===== config.mk =====
export PLATFORM = sky130hd
export DESIGN_NAME = axi_lii_bridge
export DESIGN_NICKNAME = d
export VERILOG_FILES = /design/src/rtl/axi_lii_pkg.sv /design/src/rtl/axi_lii_bridge_tag_fifo.sv /design/src/rtl/axi_lii_bridge.sv
export SDC_FILE = /design/constraint.sdc
export NUM_CORES = 1
export LEC_CHECK = 0
export CAP_MARGIN = 25
export CORE_AREA = 2 2 253 255
export CTS_CLUSTER_DIAMETER = 100
export DETAILED_ROUTE_END_ITERATION = 16
export DIE_AREA = 0 0 255 257
export PLACE_DENSITY = 0.37
export REMOVE_ABC_BUFFERS = 1
export SYNTH_ARGS = -nofsm -noshare
export SYNTH_HDL_FRONTEND = slang
export SYNTH_SLANG_ARGS = --single-unit

===== constraint.sdc =====
create_clock -name clk -period 3.4 [get_ports clk]
set_clock_uncertainty 0.05 [all_clocks]
set_input_delay 0.68 -clock clk [delete_from_list [all_inputs] [get_ports clk]]
set_output_delay 0.68 -clock clk [all_outputs]
set_load 0.02 [all_outputs]

===== src/rtl/axi_lii_pkg.sv =====
// Shared encodings, header field widths and header pack/unpack helpers for the
// AXI4-to-LII bridge.
package axi_lii_pkg;

    localparam int OP_W       = 2;
    localparam int LEN_W      = 8;
    localparam int SIZE_W     = 3;
    localparam int TAG_W      = 8;
    localparam int RESP_W     = 2;
    localparam int REQ_CTL_W  = OP_W + LEN_W + SIZE_W;
    localparam int RESP_HDR_W = OP_W + RESP_W + TAG_W;

    localparam logic [1:0] OP_READ    = 2'b00;
    localparam logic [1:0] OP_WRITE   = 2'b01;
    localparam logic [1:0] OP_RD_RESP = 2'b10;
    localparam logic [1:0] OP_WR_ACK  = 2'b11;

    localparam logic [1:0] RESP_OKAY   = 2'b00;
    localparam logic [1:0] RESP_SLVERR = 2'b10;

    typedef enum logic [1:0] {
        REQ_IDLE,
        REQ_HDR_RD,
        REQ_HDR_WR,
        REQ_SEND_W
    } req_state_t;

    typedef enum logic [1:0] {
        RSP_R_HDR,
        RSP_R_DATA,
        RSP_B_OUT,
        RSP_DRAIN
    } rsp_state_t;

    typedef struct packed {
        logic [OP_W-1:0]   op;
        logic [RESP_W-1:0] resp;
        logic [TAG_W-1:0]  tag;
    } resp_hdr_t;

    // Fixed-width leading part of a request header; address and tag follow it.
    function automatic logic [REQ_CTL_W-1:0] pack_req_ctl(
        input logic [OP_W-1:0]   op,
        input logic [LEN_W-1:0]  len,
        input logic [SIZE_W-1:0] size
    );
        return {op, len, size};
    endfunction

    // Splits the top bits of a response flit into op/resp/tag.
    function automatic resp_hdr_t unpack_resp_hdr(input logic [RESP_HDR_W-1:0] bits);
        return resp_hdr_t'(bits);
    endfunction

endpackage


===== src/rtl/axi_lii_bridge_tag_fifo.sv =====
// In-order tag FIFO: remembers which tag the next response of one direction
// must carry. Occupancy doubles as the outstanding-transaction count.
module tag_fifo #(
    parameter int DEPTH = 4,
    parameter int WIDTH = 8
) (
    input  logic             clk,
    input  logic             rstn,
    input  logic             push,
    input  logic             pop,
    input  logic [WIDTH-1:0] din,
    output logic             full,
    output logic             empty,
    output logic [WIDTH-1:0] head
);

    localparam int PW = $clog2(DEPTH);

    logic [WIDTH-1:0] mem [DEPTH];
    logic [PW-1:0]    wr_ptr;
    logic [PW-1:0]    rd_ptr;
    logic [PW:0]      cnt;
    logic             do_push;
    logic             do_pop;

    assign full    = (cnt == (PW+1)'(DEPTH));
    assign empty   = (cnt == '0);
    assign head    = mem[rd_ptr];
    assign do_push = push && !full;
    assign do_pop  = pop && !empty;

    // Storage needs no reset; only the pointers decide what is valid.
    always_ff @(posedge clk) begin
        if (do_push) begin
            mem[wr_ptr] <= din;
        end
    end

    // Pointers and occupancy; push and pop together leave the count alone.
    always_ff @(posedge clk) begin
        if (!rstn) begin
            wr_ptr <= '0;
            rd_ptr <= '0;
            cnt    <= '0;
        end else begin
            if (do_push) begin
                wr_ptr <= wr_ptr + 1'b1;
            end
            if (do_pop) begin
                rd_ptr <= rd_ptr + 1'b1;
            end
            if (do_push && !do_pop) begin
                cnt <= cnt + 1'b1;
            end else if (!do_push && do_pop) begin
                cnt <= cnt - 1'b1;
            end
        end
    end

endmodule


===== src/rtl/axi_lii_bridge.sv =====
// AXI4 slave to LII request/response bridge. AR/AW are arbitrated round-robin
// into request headers (writes followed by their W beats); response packets are
// checked against in-order expected tags and turned into R and B beats.
module axi_lii_bridge
    import axi_lii_pkg::*;
#(
    parameter int AXI_AW  = 48,
    parameter int AXI_DW  = 64,
    parameter int LII_DW  = 128,
    parameter int MAX_OUT = 4
) (
    input  logic                clk,
    input  logic                rstn,

    input  logic [AXI_AW-1:0]   aximm_araddr,
    input  logic [7:0]          aximm_arlen,
    input  logic [2:0]          aximm_arsize,
    input  logic                aximm_arvalid,
    output logic                aximm_arready,

    input  logic [AXI_AW-1:0]   aximm_awaddr,
    input  logic [7:0]          aximm_awlen,
    input  logic [2:0]          aximm_awsize,
    input  logic                aximm_awvalid,
    output logic                aximm_awready,

    input  logic [AXI_DW-1:0]   aximm_wdata,
    input  logic [AXI_DW/8-1:0] aximm_wstrb,
    input  logic                aximm_wlast,
    input  logic                aximm_wvalid,
    output logic                aximm_wready,

    output logic [AXI_DW-1:0]   aximm_rdata,
    output logic [1:0]          aximm_rresp,
    output logic                aximm_rlast,
    output logic                aximm_rvalid,
    input  logic                aximm_rready,

    output logic [1:0]          aximm_bresp,
    output logic                aximm_bvalid,
    input  logic                aximm_bready,

    output logic [LII_DW-1:0]   lii_req_tdata,
    output logic [LII_DW/8-1:0] lii_req_tkeep,
    output logic [LII_DW/8-1:0] lii_req_tstrb,
    output logic                lii_req_tlast,
    output logic [7:0]          lii_req_src,
    output logic [7:0]          lii_req_dst,
    output logic                lii_req_tvalid,
    input  logic                lii_req_tready,

    input  logic [LII_DW-1:0]   lii_resp_tdata,
    input  logic [LII_DW/8-1:0] lii_resp_tkeep,
    input  logic [LII_DW/8-1:0] lii_resp_tstrb,
    input  logic                lii_resp_tlast,
    input  logic [7:0]          lii_resp_src,
    input  logic [7:0]          lii_resp_dst,
    input  logic                lii_resp_tvalid,
    output logic                lii_resp_tready,

    input  logic [7:0]          cfg_src,
    input  logic [7:0]          cfg_dst,
    output logic                err_tag_mismatch,
    output logic                err_unexpected,
    input  logic                err_clr
);

    localparam int CW        = $clog2(MAX_OUT);
    localparam int REQ_HDR_W = REQ_CTL_W + AXI_AW + TAG_W;

    req_state_t             req_state, req_next;
    rsp_state_t             rsp_state, rsp_next;
    logic                   prefer_ar;
    logic [LII_DW-1:0]      hdr_q;
    logic [CW-1:0]          rd_ctr, wr_ctr;
    logic [TAG_W-1:0]       rd_tag, wr_tag;
    logic                   grant_ar, grant_aw;
    logic                   ar_elig, aw_elig;
    logic [LII_DW-1:0]      w_flit;
    logic [LII_DW/8-1:0]    w_keep;

    logic                   rd_full, rd_empty, wr_full, wr_empty;
    logic [TAG_W-1:0]       rd_head, wr_head;
    logic                   rd_pop, wr_pop;

    resp_hdr_t              rh;
    logic                   rd_expected, wr_expected;
    logic [1:0]             resp_q, resp_d;
    logic                   set_mismatch, set_unexp;
    logic                   unused_resp_bits;

    // Response sideband and payload bits above the R data are never interpreted.
    assign unused_resp_bits = ^{lii_resp_tdata, lii_resp_tkeep, lii_resp_tstrb,
                                lii_resp_src, lii_resp_dst};

    assign lii_req_src = cfg_src;
    assign lii_req_dst = cfg_dst;
    assign rd_tag      = {1'b0, 7'(rd_ctr)};
    assign wr_tag      = {1'b1, 7'(wr_ctr)};
    assign ar_elig     = aximm_arvalid && !rd_full;
    assign aw_elig     = aximm_awvalid && !wr_full;

    // Header layout with the populated fields at the MSB end, remainder zero.
    function automatic logic [LII_DW-1:0] build_req_hdr(
        input logic [1:0]        op,
        input logic [7:0]        len,
        input logic [2:0]        size,
        input logic [AXI_AW-1:0] addr,
        input logic [TAG_W-1:0]  tag
    );
        logic [LII_DW-1:0] h;
        h = '0;
        h[LII_DW-1 -: REQ_HDR_W] = {pack_req_ctl(op, len, size), addr, tag};
        return h;
    endfunction

    // W beats sit in the low bits of a data flit; keep/strobe mirror wstrb.
    always_comb begin
        w_flit = '0;
        w_keep = '0;
        w_flit[AXI_DW-1:0]   = aximm_wdata;
        w_keep[AXI_DW/8-1:0] = aximm_wstrb;
    end

    tag_fifo #(.DEPTH(MAX_OUT), .WIDTH(TAG_W)) u_rd_tags (
        .clk   (clk),
        .rstn  (rstn),
        .push  (grant_ar),
        .pop   (rd_pop),
        .din   (rd_tag),
        .full  (rd_full),
        .empty (rd_empty),
        .head  (rd_head)
    );

    tag_fifo #(.DEPTH(MAX_OUT), .WIDTH(TAG_W)) u_wr_tags (
        .clk   (clk),
        .rstn  (rstn),
        .push  (grant_aw),
        .pop   (wr_pop),
        .din   (wr_tag),
        .full  (wr_full),
        .empty (wr_empty),
        .head  (wr_head)
    );

    // Request side: arbitration in IDLE, then header and (for writes) W beats.
    always_comb begin
        req_next       = req_state;
        grant_ar       = 1'b0;
        grant_aw       = 1'b0;
        aximm_arready  = 1'b0;
        aximm_awready  = 1'b0;
        aximm_wready   = 1'b0;
        lii_req_tvalid = 1'b0;
        lii_req_tdata  = hdr_q;
        lii_req_tkeep  = '1;
        lii_req_tstrb  = '0;
        lii_req_tlast  = 1'b0;
        case (req_state)
            REQ_IDLE: begin
                if (rstn) begin
                    if (ar_elig && (!aw_elig || prefer_ar)) begin
                        grant_ar = 1'b1;
                        req_next = REQ_HDR_RD;
                    end else if (aw_elig) begin
                        grant_aw = 1'b1;
                        req_next = REQ_HDR_WR;
                    end
                    aximm_arready = grant_ar;
                    aximm_awready = grant_aw;
                end
            end
            REQ_HDR_RD: begin
                lii_req_tvalid = 1'b1;
                lii_req_tlast  = 1'b1;
                if (lii_req_tready) begin
                    req_next = REQ_IDLE;
                end
            end
            REQ_HDR_WR: begin
                lii_req_tvalid = 1'b1;
                if (lii_req_tready) begin
                    req_next = REQ_SEND_W;
                end
            end
            REQ_SEND_W: begin
                lii_req_tvalid = aximm_wvalid;
                aximm_wready   = lii_req_tready;
                lii_req_tdata  = w_flit;
                lii_req_tkeep  = w_keep;
                lii_req_tstrb  = w_keep;
                lii_req_tlast  = aximm_wlast;
                if (aximm_wvalid && lii_req_tready && aximm_wlast) begin
                    req_next = REQ_IDLE;
                end
            end
            default: req_next = REQ_IDLE;
        endcase
    end

    // Request state, round-robin pointer, header register and tag counters.
    always_ff @(posedge clk) begin
        if (!rstn) begin
            req_state <= REQ_IDLE;
            prefer_ar <= 1'b0;
            hdr_q     <= '0;
            rd_ctr    <= '0;
            wr_ctr    <= '0;
        end else begin
            req_state <= req_next;
            if (grant_ar) begin
                hdr_q     <= build_req_hdr(OP_READ, aximm_arlen, aximm_arsize, aximm_araddr, rd_tag);
                rd_ctr    <= rd_ctr + 1'b1;
                prefer_ar <= 1'b0;
            end else if (grant_aw) begin
                hdr_q     <= build_req_hdr(OP_WRITE, aximm_awlen, aximm_awsize, aximm_awaddr, wr_tag);
                wr_ctr    <= wr_ctr + 1'b1;
                prefer_ar <= 1'b1;
            end
        end
    end

    assign rh          = unpack_resp_hdr(lii_resp_tdata[LII_DW-1 -: RESP_HDR_W]);
    assign rd_expected = (rh.op == OP_RD_RESP) && !rd_empty && !lii_resp_tlast;
    assign wr_expected = (rh.op == OP_WR_ACK) && !wr_empty && lii_resp_tlast;

    // Response side: decode header, stream R beats, present B, or drain junk.
    always_comb begin
        rsp_next        = rsp_state;
        lii_resp_tready = 1'b0;
        aximm_rvalid    = 1'b0;
        aximm_rdata     = lii_resp_tdata[AXI_DW-1:0];
        aximm_rresp     = resp_q;
        aximm_rlast     = lii_resp_tlast;
        aximm_bvalid    = 1'b0;
        aximm_bresp     = resp_q;
        rd_pop          = 1'b0;
        wr_pop          = 1'b0;
        resp_d          = resp_q;
        set_mismatch    = 1'b0;
        set_unexp       = 1'b0;
        case (rsp_state)
            RSP_R_HDR: begin
                if (rstn) begin
                    lii_resp_tready = 1'b1;
                    if (lii_resp_tvalid) begin
                        if (rd_expected) begin
                            set_mismatch = (rh.tag != rd_head);
                            resp_d       = set_mismatch ? RESP_SLVERR : rh.resp;
                            rsp_next     = RSP_R_DATA;
                        end else if (wr_expected) begin
                            set_mismatch = (rh.tag != wr_head);
                            resp_d       = set_mismatch ? RESP_SLVERR : rh.resp;
                            rsp_next     = RSP_B_OUT;
                        end else begin
                            set_unexp = 1'b1;
                            if (!lii_resp_tlast) begin
                                rsp_next = RSP_DRAIN;
                            end
                        end
                    end
                end
            end
            RSP_R_DATA: begin
                aximm_rvalid    = lii_resp_tvalid;
                lii_resp_tready = aximm_rready;
                if (lii_resp_tvalid && aximm_rready && lii_resp_tlast) begin
                    rd_pop   = 1'b1;
                    rsp_next = RSP_R_HDR;
                end
            end
            RSP_B_OUT: begin
                aximm_bvalid = 1'b1;
                if (aximm_bready) begin
                    wr_pop   = 1'b1;
                    rsp_next = RSP_R_HDR;
                end
            end
            RSP_DRAIN: begin
                lii_resp_tready = 1'b1;
                if (lii_resp_tvalid && lii_resp_tlast) begin
                    rsp_next = RSP_R_HDR;
                end
            end
            default: rsp_next = RSP_R_HDR;
        endcase
    end

    // Response state and the response code latched from the header.
    always_ff @(posedge clk) begin
        if (!rstn) begin
            rsp_state <= RSP_R_HDR;
            resp_q    <= RESP_OKAY;
        end else begin
            rsp_state <= rsp_next;
            resp_q    <= resp_d;
        end
    end

    // Sticky error flags; a clear wins over an error arriving in the same cycle.
    always_ff @(posedge clk) begin
        if (!rstn) begin
            err_tag_mismatch <= 1'b0;
            err_unexpected   <= 1'b0;
        end else if (err_clr) begin
            err_tag_mismatch <= 1'b0;
            err_unexpected   <= 1'b0;
        end else begin
            if (set_mismatch) begin
                err_tag_mismatch <= 1'b1;
            end
            if (set_unexp) begin
                err_unexpected <= 1'b1;
            end
        end
    end

endmodule


# ---- Yosys cells after proc, flatten, opt, wreduce, memory -nomap -nowiden
# Memory sizes are Yosys's and may differ from the RTL's. A register that Yosys moved wholly into a read port is not among the register bits.
# Cells that the tools add are included.
# W data, S select, Z words.
dict set report word_totals {
  out_inout_bits 255
  word_cells 160
  reg_bits 89
  ramBits 16
  n_memories 2
  input_bits 394
}
dict set report classes {
  n_addsub 10
  n_bitwise 2
  n_reduce_logical 46
  n_eq_ne 21
  n_mux 63
}
# memory words width read_ports rd_ports_with_merged_regs write_ports line_no
set memory_table {}
lappend memory_table {u_rd_tags.mem 4 2 1 1 1 axi_lii_bridge_tag_fifo.sv:19} ;# logic [WIDTH-1:0] mem [DEPTH];
lappend memory_table {u_wr_tags.mem 4 2 1 1 1 axi_lii_bridge_tag_fifo.sv:19}
# operator n
set op_table {}
lappend op_table {{$mux W126} 2}
lappend op_table {{$mux W127} 1}
lappend op_table {{$mux W2} 20}
lappend op_table {{$mux W1} 29}
lappend op_table {{$logic_and A1 B1 Y1} 20}
lappend op_table {{$mux W16} 1}
lappend op_table {{$ne A8 B8 Y1} 2}
lappend op_table {{$pmux W2 S4} 2}
lappend op_table {{$ne A2 B2 Y1 const B} 7}
lappend op_table {{$add A2 B1 Y2 const B} 6}
lappend op_table {{$eq A2 B2 Y1 const B} 6}
lappend op_table {{$mux W3} 4}
lappend op_table {{$logic_not A1 Y1} 10}
lappend op_table {{$mux W8} 1}
lappend op_table {{$reduce_bool A2 Y1} 4}
lappend op_table {{$add A3 B1 Y3 const B} 2}
lappend op_table {{$eq A3 B3 Y1 const B} 2}
lappend op_table {{$logic_not A3 Y1} 2}
lappend op_table {{$reduce_or A2 Y1} 3}
lappend op_table {{$sub A3 B1 Y3 const B} 2}
lappend op_table {{$reduce_and A5 Y1} 1}
lappend op_table {{$eq A2 B1 Y1 const B} 2}
lappend op_table {{$logic_not A2 Y1} 2}
lappend op_table {{$ne A4 B4 Y1 const B} 1}
lappend op_table {{8 further kinds} 10}

# ---- Longest topological paths before layout
# Gate-level depths: netlist of run 1.
dict set report logic_depth {
  depth_word 14
  ltp_mapped 13
  depth_no_buf 11
}

# ---- Modules after synthesis
# Synthesis of run 1 repeated with hierarchy kept, for this count alone.
dict set report hier_totals {
  cells_unflattened 841
  hier_area_um2 8354.3
}
# mod cells_each seq_area_each_um2 instances area_per_inst_um2
set by_module_without_submodules {}
lappend by_module_without_submodules {axi_lii_bridge 661 1481.4 1 5076.1}
lappend by_module_without_submodules {tag_fifo 90 1141.1 2 1639.1}

# ---- Worst setup path after synthesis of run 1
# No wires, ideal clock.
dict set report synth_path {
  kind {input port to flip-flop}
  from {input port aximm_arvalid}
  to {register u_wr_tags.cnt[2]}
  arrival_time_ps 2794
  path_slack_ps 485
  required_ps 3280
  path_buffers 1
  setup_ps 70
  stages 9
  path_cell_list {a21boi_2 -> a211oi_2 -> buf_2 -> ha_1 -> inv_1 -> fa_1 -> xor2_1 -> or3_1 -> a21oi_1}
}
dict set report synth_between {
  elab_chain_len 9
  elab_cells_between_ends 11
  cone_classes {mux: 4; reduce/logical: 7}
}
# item line_no
set synth_rtl {}
lappend synth_rtl {{start, declared} axi_lii_bridge.sv:18} ;# input logic aximm_arvalid,
lappend synth_rtl {{$logic_and A1 B1 Y1 *} axi_lii_bridge.sv:100} ;# assign ar_elig = aximm_arvalid && !rd_full;
lappend synth_rtl {{$logic_and A1 B1 Y1 *} axi_lii_bridge.sv:163} ;# if (ar_elig && (!aw_elig || prefer_ar)) begin
lappend synth_rtl {{$mux W1 *} axi_lii_bridge.sv:163}
lappend synth_rtl {{$mux W1 *} axi_lii_bridge.sv:162} ;# if (rstn) begin
lappend synth_rtl {{$mux W1 *} axi_lii_bridge.sv:160} ;# case (req_state)
lappend synth_rtl {{$logic_and A1 B1 Y1 *} axi_lii_bridge_tag_fifo.sv:29} ;# assign do_push = push && !full;
lappend synth_rtl {{via u_wr_tags.do_push} axi_lii_bridge_tag_fifo.sv:23} ;# logic do_push;
lappend synth_rtl {{$logic_not A1 Y1} axi_lii_bridge_tag_fifo.sv:54} ;# end else if (!do_push && do_pop) begin
lappend synth_rtl {{$logic_and A1 B1 Y1} axi_lii_bridge_tag_fifo.sv:54}
lappend synth_rtl {{$reduce_bool A2 Y1 (no line)} --}
lappend synth_rtl {{end signal, assigned} axi_lii_bridge_tag_fifo.sv:53} ;# cnt <= cnt + 1'b1;
lappend synth_rtl {{end signal, assigned} axi_lii_bridge_tag_fifo.sv:55} ;# cnt <= cnt - 1'b1;
lappend synth_rtl {{end, declared} axi_lii_bridge_tag_fifo.sv:22} ;# logic [PW:0] cnt;
# Mark *: on every way through the listed nets, which the timed path passes. The rest lies on a longest branch.
# A chain may end at the register's enable or synchronous reset.

# ---- Final worst setup path of run 1
dict set report layout_path {
  from {register req_state[0]}
  to {output port lii_req_tdata[90]}
}
dict set report layout_between {
  elab_chain_len 2
}
# item line_no
set layout_rtl {}
lappend layout_rtl {{start, declared} axi_lii_bridge.sv:71} ;# req_state_t req_state, req_next;
lappend layout_rtl {{start signal, assigned} axi_lii_bridge.sv:211} ;# req_state <= req_next;
lappend layout_rtl {{$eq A2 B2 Y1} axi_lii_bridge.sv:160}
lappend layout_rtl {{$mux W127} axi_lii_bridge.sv:160}
lappend layout_rtl {{end, declared} axi_lii_bridge.sv:43} ;# output logic [LII_DW-1:0] lii_req_tdata,
# Every way passes these cells.

==> qor.yml, run 1 <==
grt_pass1_wl_um: 49100
gp_congestion: 0.790
postCtsSetupBuffers: 0
p_total_w: 0.00527
synth-seq-area-share_pct: 37.4
status: "complete, no violations"
rr_endpoint: "u_rd_tags.cnt[2]"
ys_ff_latch: 108
p_seq_share_pct: 31.1
post-route-util_pct: 17.1
startpoint_type: "register"
routed_wl_um: 36400
avgSynthCellArea_um2: 9.02
clk_pin_slew_ps: 90
synthMostInstantiatedCell: "buf_4"
clockRootBuffer: "clkbuf_16"
ys_top_cells_by_count: "buf_4 (102), dfxtp_1 (92), nor2_1 (87)"
fin_crit_sh_pct: 93.6
r2r_setup_slack_ps: 740
wl_per_cell_um: 20.1
reg2reg_depth: 11
irDropWorstVdd_v: 0.000244
htree_levels: 3
yosysTopAreaCell: "dfxtp_1"
yosys_warnings: 0
cts_tree: "yes"
antenna_found_initial: 2
synth_ff_type: "dfxtp_1"
whs_endpoint: "hdr_q[75]"
syn_inst: 689
synth_top_area_share_pct: 29.6
cts_buffers: 9
cp_max_fo: 35
layout.nets: 1367
clock_sinks: 108
whs_ps: 451
route.detailed.drc: 0
netlist_area_um2: 6210
power_frac_clock_pct: 23.3
period_needed_ps: 3180
avgViaCountPerCell: 3.38
ys_top_cells_by_area: "dfxtp_1 (30%), buf_4 (12%), a222oi_1 (9.7%)"
synthArstFlopShare_pct: 0
fmax_ghz: 0.314
ios: 649
switchingPower_w: 0.00201
area_delta_synth_final_pct: 72.5
drv_cap: 0
tns_ps: 0
fp.dieW_um: 255
clock_path_buffers: 2
antenna_cells: 0
rsz0062_at_grt: "no"
critPathLaunch: "req_state[0]"
hold_violations: 0
slew_headroom_pct: 36.2
hold_path.class: "register to register"
ys_types: 56
drive_gt1_share_pct: 5.10
crit_path_end_kind: "output pin"
synth_edf_count: 16
worstMarginPinSlew_ps: 956
power_density_nw_per_um2: 492
slew_violations: 0
finalSetupViolCount: 0
grt_pass1_vias: 6096
place_hpwl_um: 28100
dr_total_vias: 6100
worstPathArrival_ps: 2450
port_buffers: 377
crit_type: "register to output pin"
min_from: "hdr_q[75]"
drt_iter0_markers: 584
fp.dieH_um: 257
die_area_um2: 65500
grt_usage_pct: 10.8
critPathRequiredTime_ps: 2670
power_leakage_nw: 3.82
grt_max_degree: 72
p_int_w: 0.00326
hold_depth: 2
rows: 92
final_antenna_net_count: 0
core_area_um2: 62700
grt_overflow_total: 0
post_cts_resized: 0
comb_power_share_pct: 45.6
start_util_pct: 9.90
postCtsHoldBufs: 0
timing.rr.start: "req_state[0]"
p_sw_share_pct: 38.1
dr.pass1.iters: 6
insertion_delay_ps: 380
-- layout by cell type (no fill, tap or decap), drive strengths merged, types with 5 or more instances in the layout --
cell type | Yosys | layout
nand2 | 12 | 12
a222oi | 60 | 60
edfxtp | 16 | 16
buf | 110 | 19
a21oi | 8 | 8
clkdlybuf4s50 | 0 | 377
dfxtp | 92 | 92
nand2b | 12 | 12
ha | 15 | 15
o21ai | 8 | 8
and2 | 81 | 81
xnor2 | 8 | 8
nor2 | 87 | 87
xor2 | 7 | 7
conb | 1 | 11
nor2b | 61 | 61
clkbuf | 40 | 9
inv | 16 | 16
clkinv | 0 | 5
-- how the worst max path moves through the flow --
stage          depth (start not counted)           endpoint  slack, ps
2_1_floorplan                          2  lii_req_tkeep[10]      -1310
6_report                               5  lii_req_tdata[90]        220
4_1_cts                                5  lii_req_tdata[96]        100
3_3_place_gp                           7          hdr_q[59]        100
3_5_place_dp                           9   u_rd_tags.cnt[2]        150
5_1_grt                                5  lii_req_tdata[92]         20
-- area by class of cell --
class | count | area [µm²]
Sequential cell | 108 | 2320
Clock inverter | 7 | 106
Inverter | 16 | 61.3
Fill cell | 7009 | 52000
Multi-Input combinational cell | 425 | 2950
Tap cell | 846 | 1060
Clock buffer | 9 | 225
Timing Repair Buffer | 396 | 3990
-- flip-flops by register name (all words and copies together), names as in the netlist, named ones only --
signal	count
err_tag_mismatch	1
u_rd_tags.cnt	3
req_state	2
u_rd_tags.wr_ptr	2
prefer_ar	1
aximm_bresp	2
u_rd_tags.rd_ptr	2
u_wr_tags.rd_ptr	2
u_rd_tags.mem	8
err_unexpected	1
rd_ctr	2
wr_ctr	2
u_wr_tags.wr_ptr	2
u_wr_tags.mem	8
u_wr_tags.cnt	3
hdr_q	61
rsp_state	2
-- stage by stage --
step / area (µm²) / setup WS, ps / instances
floorplan: 5300 / -1310 / 549
global placement: 10400 / 104 / 1790
detailed placement: 10400 / 153 / 1791
CTS: 10700 / 96.4 / 1807
global route: 10700 / 24.2 / 1807
finish: 10700 / 217 / 1807
-- critical path, cell delays in order (launching register included) --
cell             delay [ps]
dfxtp_1                 430
ha_4                    540
buf_12                  250
buf_4                   170
nor2b_1                  50
clkdlybuf4s50_1         570
-- power by group through the flow --
stage | combinational [W] | clock [W] | sequential [W]
final | 0.00240 | 0.00123 | 0.00164
after global routing | 0.00261 | 0.00136 | 0.00167
after CTS | 0.00246 | 0.00133 | 0.00164
after detailed placement | 0.00245 | 0 | 0.00167
after global placement | 0.00244 | 0 | 0.00166
after floorplan | 0.00122 | 0 | 0.00162
-- layer usage --
layer | wire length [µm] | vias to the layer above | global-route usage, %
met5 | 542 | - | 5.71
met4 | 441 | 12 | 2.60
met3 | 5830 | 29 | 8.65
met2 | 15200 | 389 | 15.0
met1 | 14400 | 2854 | 12.2
li1 | - | 2816 | -
-- cell families after synthesis --
family | count (synthesis) | share of synthesized area [%]
flip-flops | 108 | 37.4
adder cells (fa/ha/maj) | 17 | 3.67
AO/OA/AOI/OAI | 103 | 14.9
buffers and inverters | 166 | 16.3
multiplexers | 8 | 2.20
other | 1 | 0.0604
XOR/XNOR | 15 | 2.11
AND/OR/NAND/NOR | 271 | 23.3
Power figures use the tool's default switching activity.
==> inputs of run 2 (changes only) <==
Settings changed: CAP_MARGIN 25 to 30.
==> results of run 2 <==
The final DEF is identical to that of run 1; final timing and power are the same.
